<file path="config.mk">
export PLATFORM = sky130hd
export DESIGN_NAME = i2c_slave_regfile
export DESIGN_NICKNAME = d
export VERILOG_FILES = /design/src/rtl/i2c_slave_regfile.sv
export SDC_FILE = /design/constraint.sdc
export NUM_CORES = 1
export LEC_CHECK = 0
export ABC_AREA = 1
export BUFFER_PORTS_ARGS = -buffer_cell sky130_fd_sc_hd__buf_2
export CORE_ASPECT_RATIO = 1.25
export CORE_MARGIN = 5
export CORE_UTILIZATION = 63
export DETAILED_ROUTE_END_ITERATION = 8
export GPL_TIMING_DRIVEN = 0
export PLACE_DENSITY = 0.84
export SLEW_MARGIN = 20
export SYNTH_ARGS = -nofsm -noshare
export SYNTH_HDL_FRONTEND = slang
export SYNTH_SLANG_ARGS = --single-unit
</file>
<file path="constraint.sdc">
create_clock -name clk -period 5.34 [get_ports clk]
set_input_delay 0.267 -clock clk [delete_from_list [all_inputs] [get_ports clk]]
set_output_delay 0.267 -clock clk [all_outputs]
set_load 0.01 [all_outputs]
</file>
<file path="src/rtl/i2c_slave_regfile.sv">
// i2c_slave_regfile: oversampled I2C target with a pointer-addressed byte register file
module i2c_slave_regfile #(
  parameter logic [6:0] SLAVE_ADDR = 7'h50,
  parameter int DEPTH = 16,
  parameter int PTR_W = $clog2(DEPTH)
) (
  input  logic             clk,
  input  logic             rst,
  input  logic             scl_in,
  input  logic             sda_in,
  output logic             sda_oen,
  output logic             busy,
  output logic             wr_strobe,
  output logic [PTR_W-1:0] wr_ptr,
  output logic [7:0]       wr_byte,
  output logic             stop_det
);
  typedef enum logic [2:0] {IDLE, ADDR, ADDR_ACK, WR_BYTE, WR_ACK, RD_BYTE, RD_ACK, IGNORE} state_t;
  state_t state;
  logic [2:0] scl_q, sda_q;
  logic scl, sda, scl_rise, scl_fall, sda_rise, sda_fall, start, stop;
  logic [6:0] shreg;
  logic [7:0] rx, rd_data;
  logic [2:0] bit_cnt;
  logic rw, first;
  logic [PTR_W-1:0] ptr;
  logic [7:0] mem [DEPTH];
  assign scl = scl_q[1];
  assign sda = sda_q[1];
  assign scl_rise = scl & ~scl_q[2];
  assign scl_fall = ~scl & scl_q[2];
  assign sda_rise = sda & ~sda_q[2];
  assign sda_fall = ~sda & sda_q[2];
  assign start = sda_fall & scl;
  assign stop = sda_rise & scl;
  assign rx = {shreg, sda};
  assign rd_data = mem[ptr];
  // ACK states use sda_oen itself to tell the driving fall from the releasing fall
  always_ff @(posedge clk or posedge rst) begin
    if (rst) begin
      scl_q <= '1;
      sda_q <= '1;
      state <= IDLE;
      sda_oen <= 1'b1;
      busy <= 1'b0;
      wr_strobe <= 1'b0;
      wr_ptr <= '0;
      wr_byte <= '0;
      stop_det <= 1'b0;
      shreg <= '0;
      bit_cnt <= '0;
      rw <= 1'b0;
      first <= 1'b1;
      ptr <= '0;
      for (int i = 0; i < DEPTH; i++) mem[i] <= '0;
    end else begin
      scl_q <= {scl_q[1:0], scl_in};
      sda_q <= {sda_q[1:0], sda_in};
      wr_strobe <= 1'b0;
      stop_det <= 1'b0;
      if (start) begin
        state <= ADDR;
        bit_cnt <= '0;
        sda_oen <= 1'b1;
        busy <= 1'b0;
        first <= 1'b1;
      end else if (stop) begin
        state <= IDLE;
        sda_oen <= 1'b1;
        busy <= 1'b0;
        first <= 1'b1;
        stop_det <= 1'b1;
      end else begin
        case (state)
          ADDR: if (scl_rise) begin
            shreg <= rx[6:0];
            bit_cnt <= bit_cnt + 3'd1;
            if (bit_cnt == 3'd7) begin
              if (rx[7:1] == SLAVE_ADDR) begin
                rw <= rx[0];
                busy <= 1'b1;
                state <= ADDR_ACK;
              end else state <= IGNORE;
            end
          end
          ADDR_ACK, WR_ACK: if (scl_fall) begin
            if (sda_oen) sda_oen <= 1'b0;
            else begin
              bit_cnt <= '0;
              if (state == ADDR_ACK && rw) begin
                shreg <= rd_data[6:0];
                sda_oen <= rd_data[7];
                ptr <= ptr + 1'b1;
                state <= RD_BYTE;
              end else begin
                sda_oen <= 1'b1;
                state <= WR_BYTE;
              end
            end
          end
          WR_BYTE: if (scl_rise) begin
            shreg <= rx[6:0];
            bit_cnt <= bit_cnt + 3'd1;
            if (bit_cnt == 3'd7) begin
              state <= WR_ACK;
              if (first) begin
                ptr <= rx[PTR_W-1:0];
                first <= 1'b0;
              end else begin
                mem[ptr] <= rx;
                wr_strobe <= 1'b1;
                wr_ptr <= ptr;
                wr_byte <= rx;
                ptr <= ptr + 1'b1;
              end
            end
          end
          RD_BYTE: if (scl_fall) begin
            if (bit_cnt == 3'd7) begin
              sda_oen <= 1'b1;
              bit_cnt <= '0;
              state <= RD_ACK;
            end else begin
              sda_oen <= shreg[6];
              shreg <= {shreg[5:0], 1'b0};
              bit_cnt <= bit_cnt + 3'd1;
            end
          end
          RD_ACK: if (scl_rise) begin
            if (sda) begin
              busy <= 1'b0;
              state <= IGNORE;
            end else bit_cnt <= 3'd1;
          end else if (scl_fall && bit_cnt != 3'd0) begin
            bit_cnt <= '0;
            shreg <= rd_data[6:0];
            sda_oen <= rd_data[7];
            ptr <= ptr + 1'b1;
            state <= RD_BYTE;
          end
          default: ;
        endcase
      end
    end
  end
endmodule

</file>
* After elaboration in Yosys (flattened, before gate mapping)
Cells that the tools add are included.
** Operators by class
- Bitwise logic cells :: 14
- Equal/unequal tests :: 40
- Reductions and logical operators :: 24
- $mul :: 0
- Add/subtract/negate cells :: 2
- Div/mod/pow operators :: 0
- Shifts and indexed selects :: 0
- Magnitude comparators :: 2
- Multiplexer cells :: 82
** Operator list (number)
- $bwmux W128 :: 1
- $mux W3 :: 25
- $ne A4 B4 Y1 const B :: 15
- $mux W7 :: 8
- $bmux W8 S4 :: 1
- $demux W8 S4 :: 1
- $mux W4 :: 8
- $mux W1 :: 29
- $pmux W7 S4 :: 1
- $mux W8 :: 3
- $reduce_and A11 Y1 :: 2
- $ne A2 B2 Y1 const B :: 10
- $reduce_and A6 Y1 :: 3
- $pmux W3 S5 :: 1
- $reduce_bool A3 Y1 :: 5
- $eq A3 B3 Y1 const B :: 4
- $pmux W3 S4 :: 1
- $pmux W4 S3 :: 1
- $ne A5 B5 Y1 const B :: 2
- $reduce_and A10 Y1 :: 1
- $reduce_bool A5 Y1 :: 2
- $ne A3 B3 Y1 const B :: 3
- $reduce_and A8 Y1 :: 1
- $reduce_bool A4 Y1 :: 2
- other kinds (19) :: 34
** Storage, ports and cells
- Input bits :: 4
- ROM bits :: 0
- Bits in writable memories :: 0
- Register bits :: 169
- Bits in latches :: 0
- Memories kept :: 0
- Output and inout port bits :: 16
- Logic and storage cells :: 194

* Logic depth before layout (Yosys ltp)
- Depth after elaboration :: 10
- Mapped depth :: 13
- Depth with buffers taken out :: 12

* Worst setup path before layout
Ideal clock, no wire load.
- Path type :: register to register
- From :: reg ptr[0]
- To :: reg mem[89] (netlist name)
- Period minus slack after synthesis :: 2020 ps
- Arrival time :: 1881 ps
- Required time :: 5201 ps
- Stages on the path, launching flop included :: 11
- Setup slack :: 3320 ps
- Setup time :: 139 ps
- Path buffers :: 3
- Path through :: dfrtp_1 > inv_1 > clkbuf_1 > clkbuf_1 > ha_1 > inv_1 > nor2_2 > nand2_1 > buf_2 > nand2_1 > o21ai_1
** Between the ends
- Longest elaborated chain between the ends :: 6
- Elaborated cells on any way between the ends :: 7
- Those cells by class :: order compare: 2; mux: 3; bitwise: 1; reduce/logical: 1
** RTL lines
- start, declared :: line 26 : logic [PTR_W-1:0] ptr;
- start signal, assigned :: line 93 : ptr <= ptr + 1'b1;
- start signal, assigned :: line 107 : ptr <= rx[PTR_W-1:0];
- start signal, assigned :: line 114 : ptr <= ptr + 1'b1;
- $not A4 Y5 (not written as such) (*) :: line 110 : mem[ptr] <= rx;
- $ge A5 B5 Y1 (not written as such) or $lt A5 B1 Y1 (tied branches) :: line 110
- $logic_and A1 B1 Y1 (not written as such) :: line 110
- $mux W8 (not written as such) :: line 110
- $demux W8 S4 (*) :: line 110
- $bwmux W128 (*) :: line 110
- end signal, assigned by index :: line 110
- end, declared :: line 27 : logic [7:0] mem [DEPTH];
Every way passes the cells marked *; elsewhere a longest branch is shown, timed or not.
A chain may end at the register's enable or synchronous reset.

* Final worst setup path
- From :: reg ptr[0]
- To :: reg mem[24] (netlist name)
Same word-level chain as after synthesis.

==> summary.md <==
| Metric | Value |
|---|---|
| Clock power frac | `29.2%` |
| Clk Tree Root Cell | `clkbuf_16` |
| Synth warn | `0` |
| RSZ-0062 raised after global routing | `false` |
| Launch point of the worst path | `ptr[0]$_DFFE_PP0P_` |
| Worst slew pin tran | `a little over 900 ps` |
| Core Area | `around 13,000 um2` |
| Final wirelength | `23.7 mm` |
| Crit path to | `mem[24]$_DFFE_PP0P_` |
| Total chip power | `4440 uW` |
| Overflow after GRT | `0` |
| Internal power | `about 2600 uW` |
| Via count | `7,466` |
| Fillers | `about 1.0k` |
| Critical Path AT | `roughly 3400 ps` |
| Synth Instances | `roughly 1.1k` |
| CP Cell Sequence | `inv_1, clkbuf_1, clkbuf_1, ha_1, inv_1, nor2_2, nand2_1, buf_2, nand2_1, o21ai_0` |
| Via density per instance | `between 5 and 6` |
| Chip Width | `115 um` |
| Worst reg2reg path endpoint | `mem[24]$_DFFE_PP0P_` |
| Placer congestion estimate | `0.987` |
| CTS tree | `built` |
| Slew Limit Fails | `0` |
| Initial antenna violation count | `0` |
| Tot GR Track Use | `31.2%` |
| Boundary Pins | `20` |
| Clock sinks | `169` |
| Worst Hold Margin | `356 ps` |
| Clk slew on worst S/H paths | `60 ps` |
| Number of setup violations in the final report | `0` |
| Final period util | `58.3%` |
| Peak VDD IR | `approximately 310 uV` |
| Min Tclk post-route | `3110 ps` |
| Worst relative slew slack | `37.8%` |
| Hold Path Class | `flop to flop` |
| Largest net degree at the start of global routing | `89` |
| #FFs+latches synth | `169` |
| Skew-Pair Late Insertion Delay | `440 ps` |
| CP Launch Type | `flop` |
| Initial drt markers | `1,075` |
| Post-DP HPWL | `16.0 mm` |
| Die ar. | `16,100 um2` |
| First-pass detailed-route iteration total | `9` |
| Power per cell area | `463 nW/um2` |
| Seq pwr share | `between 30 and 40%` |
| Area Growth Syn to Fin | `11.5%` |
| Die height | `141 um` |
| Num CTS Buffers | `17` |
| P_sw | `1870 uW` |
| Share of cells above drive strength 1 | `16.7%` |
| Drc violations | `0` |
| Final worst slack | `2230 ps` |
| Clock skew | `7.16 ps` |
| Initial core utilization | `64.4%` |
| Final hold vios | `0` |
| HP Start | `sda_q[0]$_DFF_PP1_` |
| Crit path max fanout | `11` |
| CP max stage cell | `clkbuf_1` |
| Num rows | `47` |
| Max-Cap Viols | `0` |
| Util after Layout | `71.8%` |
| Post-cts sizing count | `0` |
| Setup crit end kind | `flop` |
| Count of input and output buffers | `19` |
| Post-synthesis cell area | `about 8600 um2` |
| WS Path Type | `flop to flop` |
| Combinational Power Share | `38.7%` |
| Post CTS Setup Buffer Count | `0` |
| Diodes inserted | `0` |
| Max Fclk | `321 MHz` |
| Leak | `between 0.004 and 0.005 uW` |
| Synthesized area per cell | `roughly 8 um2` |
| Slowest stage delay, CP | `600 ps` |
| Reg2Reg Depth | `10` |
| Required @ worst endpoint | `5620 ps` |
| Reg2Reg Launch Point | `ptr[0]$_DFFE_PP0P_` |
| Clock Path Buffers | `2` |
| ANT nets after route | `0` |
| Placement Setup Slack | `2360 ps` |
| Post-synth cell types | `31` |
| Status | `complete, no violations` |
| H-tree depth | `4` |
| Vias in the first global route | `7,401` |
| Switching Fraction | `42.1%` |
| Flop2flop setup slack | `2230 ps` |
| Post-synthesis sequential area ratio | `49.3%` |
| NumNets Final | `1,117` |
| WL/cell | `18.4 um` |
| First-pass GRT wire length | `38.6 mm` |
| Post-synth net total | `1,075` |
-- synth_stat cells --
library cell  count  area share [%]
nand3_1          46             2.7
nand2_1         337              15
nor2_1          115             5.0
clkbuf_1         29             1.3
nor3b_1           1           0.087
nor2_8            3            0.70
buf_4             1           0.087
dfrtp_1         161              47
inv_1            63             2.7
nand2_2           3            0.22
ha_1              7             1.0
xor2_1            2            0.20
dfstp_2           8             2.4
buf_6            12             1.6
nand3_2           2            0.23
a31oi_1           1           0.073
o21ai_2          71             7.2
nor2_4            2            0.26
nand4_1           5            0.36
o21ai_1          45             2.6
nand2_4          11             1.4
nor3_1            3            0.17
clkinv_1          1           0.044
nand3b_1          3            0.26
o21ai_0          82             4.8
inv_2             8            0.35
buf_2            12            0.70
buf_1             1           0.044
a21oi_1          19             1.1
nor2_2            4            0.29
o22ai_1           6            0.44
-- power groups by stage --
stage	combinational, uW	sequential (uW)	clock [uW]
floorplan	1150	1430	0
global placement	1630	1440	0
detailed placement	1650	1440	0
CTS	1670	1420	1300
global route	1880	1430	1360
finish	1720	1420	1290
-- worst min-delay path by stage --
stage,to,depth (start not counted)
global placement,sda_q[1]$_DFF_PP1_,0
global route,sda_q[1]$_DFF_PP1_,0
detailed placement,scl_q[1]$_DFF_PP1_,0
floorplan,scl_q[0]$_DFF_PP1_,0
CTS,scl_q[1]$_DFF_PP1_,0
finish,sda_q[1]$_DFF_PP1_,0
-- sequential cells by signal, indices dropped and copies added (netlist names) --
name / flops
mem: 128
wr_byte: 8
shreg: 7
ptr: 4
wr_ptr: 4
bit_cnt: 3
scl_q: 3
sda_q: 3
state: 3
busy: 1
first: 1
rw: 1
sda_oen: 1
stop_det: 1
wr_strobe: 1
-- worst max-delay path: cells and delay by family, from the launching register on --
| family | cells | cell delay [ps] |
|---|---|---|
| buf+inv | 5 | 1510 |
| simple gates | 3 | 650 |
| flops | 1 | 460 |
| fa+ha+maj | 1 | 250 |
| compound gates | 1 | 80 |
-- layer usage --
metal | GRT usage, % | vias to the layer above | part of all wire (%)
li1 | - | 3505 | -
met1 | 38.2 | 3518 | 38
met2 | 49.7 | 343 | 48
met3 | 6.09 | 100 | 7.7
met4 | 21.0 | 0 | 6.4
met5 | 0 | - | 0
-- layout make-up --
| class | instances | area [um2] | area share, % |
|---|---|---|---|
| buffer | 55 | 315 | 3.29 |
| inverter | 72 | 278 | 2.90 |
| sequential | 169 | 4240 | 44.2 |
| timing repair buffer | 23 | 153 | 1.59 |
| clock inverter | 7 | 114 | 1.19 |
| tap | 171 | 214 | 2.23 |
| multi-input combinational | 768 | 3770 | 39.4 |
| clock buffer | 24 | 502 | 5.23 |
-- cell usage in the layout, fill, tap and decap left out, types with 2 or more instances in the layout --
cell | netlist | final
nand2_1 | 337 | 337
dfrtp_1 | 161 | 161
nor2_1 | 115 | 115
o21ai_0 | 82 | 82
o21ai_2 | 71 | 71
inv_1 | 63 | 62
nand3_1 | 46 | 46
o21ai_1 | 45 | 45
clkbuf_1 | 29 | 31
buf_2 | 12 | 31
a21oi_1 | 19 | 19
clkbuf_16 | 0 | 17
buf_6 | 12 | 12
nand2_4 | 11 | 11
inv_2 | 8 | 8
dfstp_2 | 8 | 8
ha_1 | 7 | 7
o22ai_1 | 6 | 6
nand4_1 | 5 | 5
clkbuf_8 | 0 | 5
nor2_2 | 4 | 4
nand2_2 | 3 | 3
nor2_8 | 3 | 3
nor3_1 | 3 | 3
nand3b_1 | 3 | 3
clkinv_2 | 0 | 3
bufinv_16 | 0 | 3
dlygate4sd3_1 | 0 | 3
nor2_4 | 2 | 2
nand3_2 | 2 | 2
xor2_1 | 2 | 2
-- through the flow --
stage	cells	instance area [um2]	TNS (ps)
floorplan	1064	8600	0
global placement	1254	8910	-198930
detailed placement	1255	8940	0
CTS	1289	9590	0
global route	1289	9590	0
finish	1289	9590	0
-- logic make-up after synthesis --
kind of cell | after synthesis | share of synthesized area, %
AND/OR/NAND/NOR | 535 | 26.4
AO/OA/AOI/OAI | 224 | 16.2
flip-flops | 169 | 49.3
buffers and inverters | 127 | 6.81
adder cells (fa/ha/maj) | 7 | 1.02
XOR/XNOR | 2 | 0.204
-- timing repair --
item                                   4_1_cts  5_1_grt
setup endpoints to repair                    0        0
hold buffers                                 3        0
endpoints found under the hold margin       76        0
No activity file was read; power rests on OpenSTA's default activity.
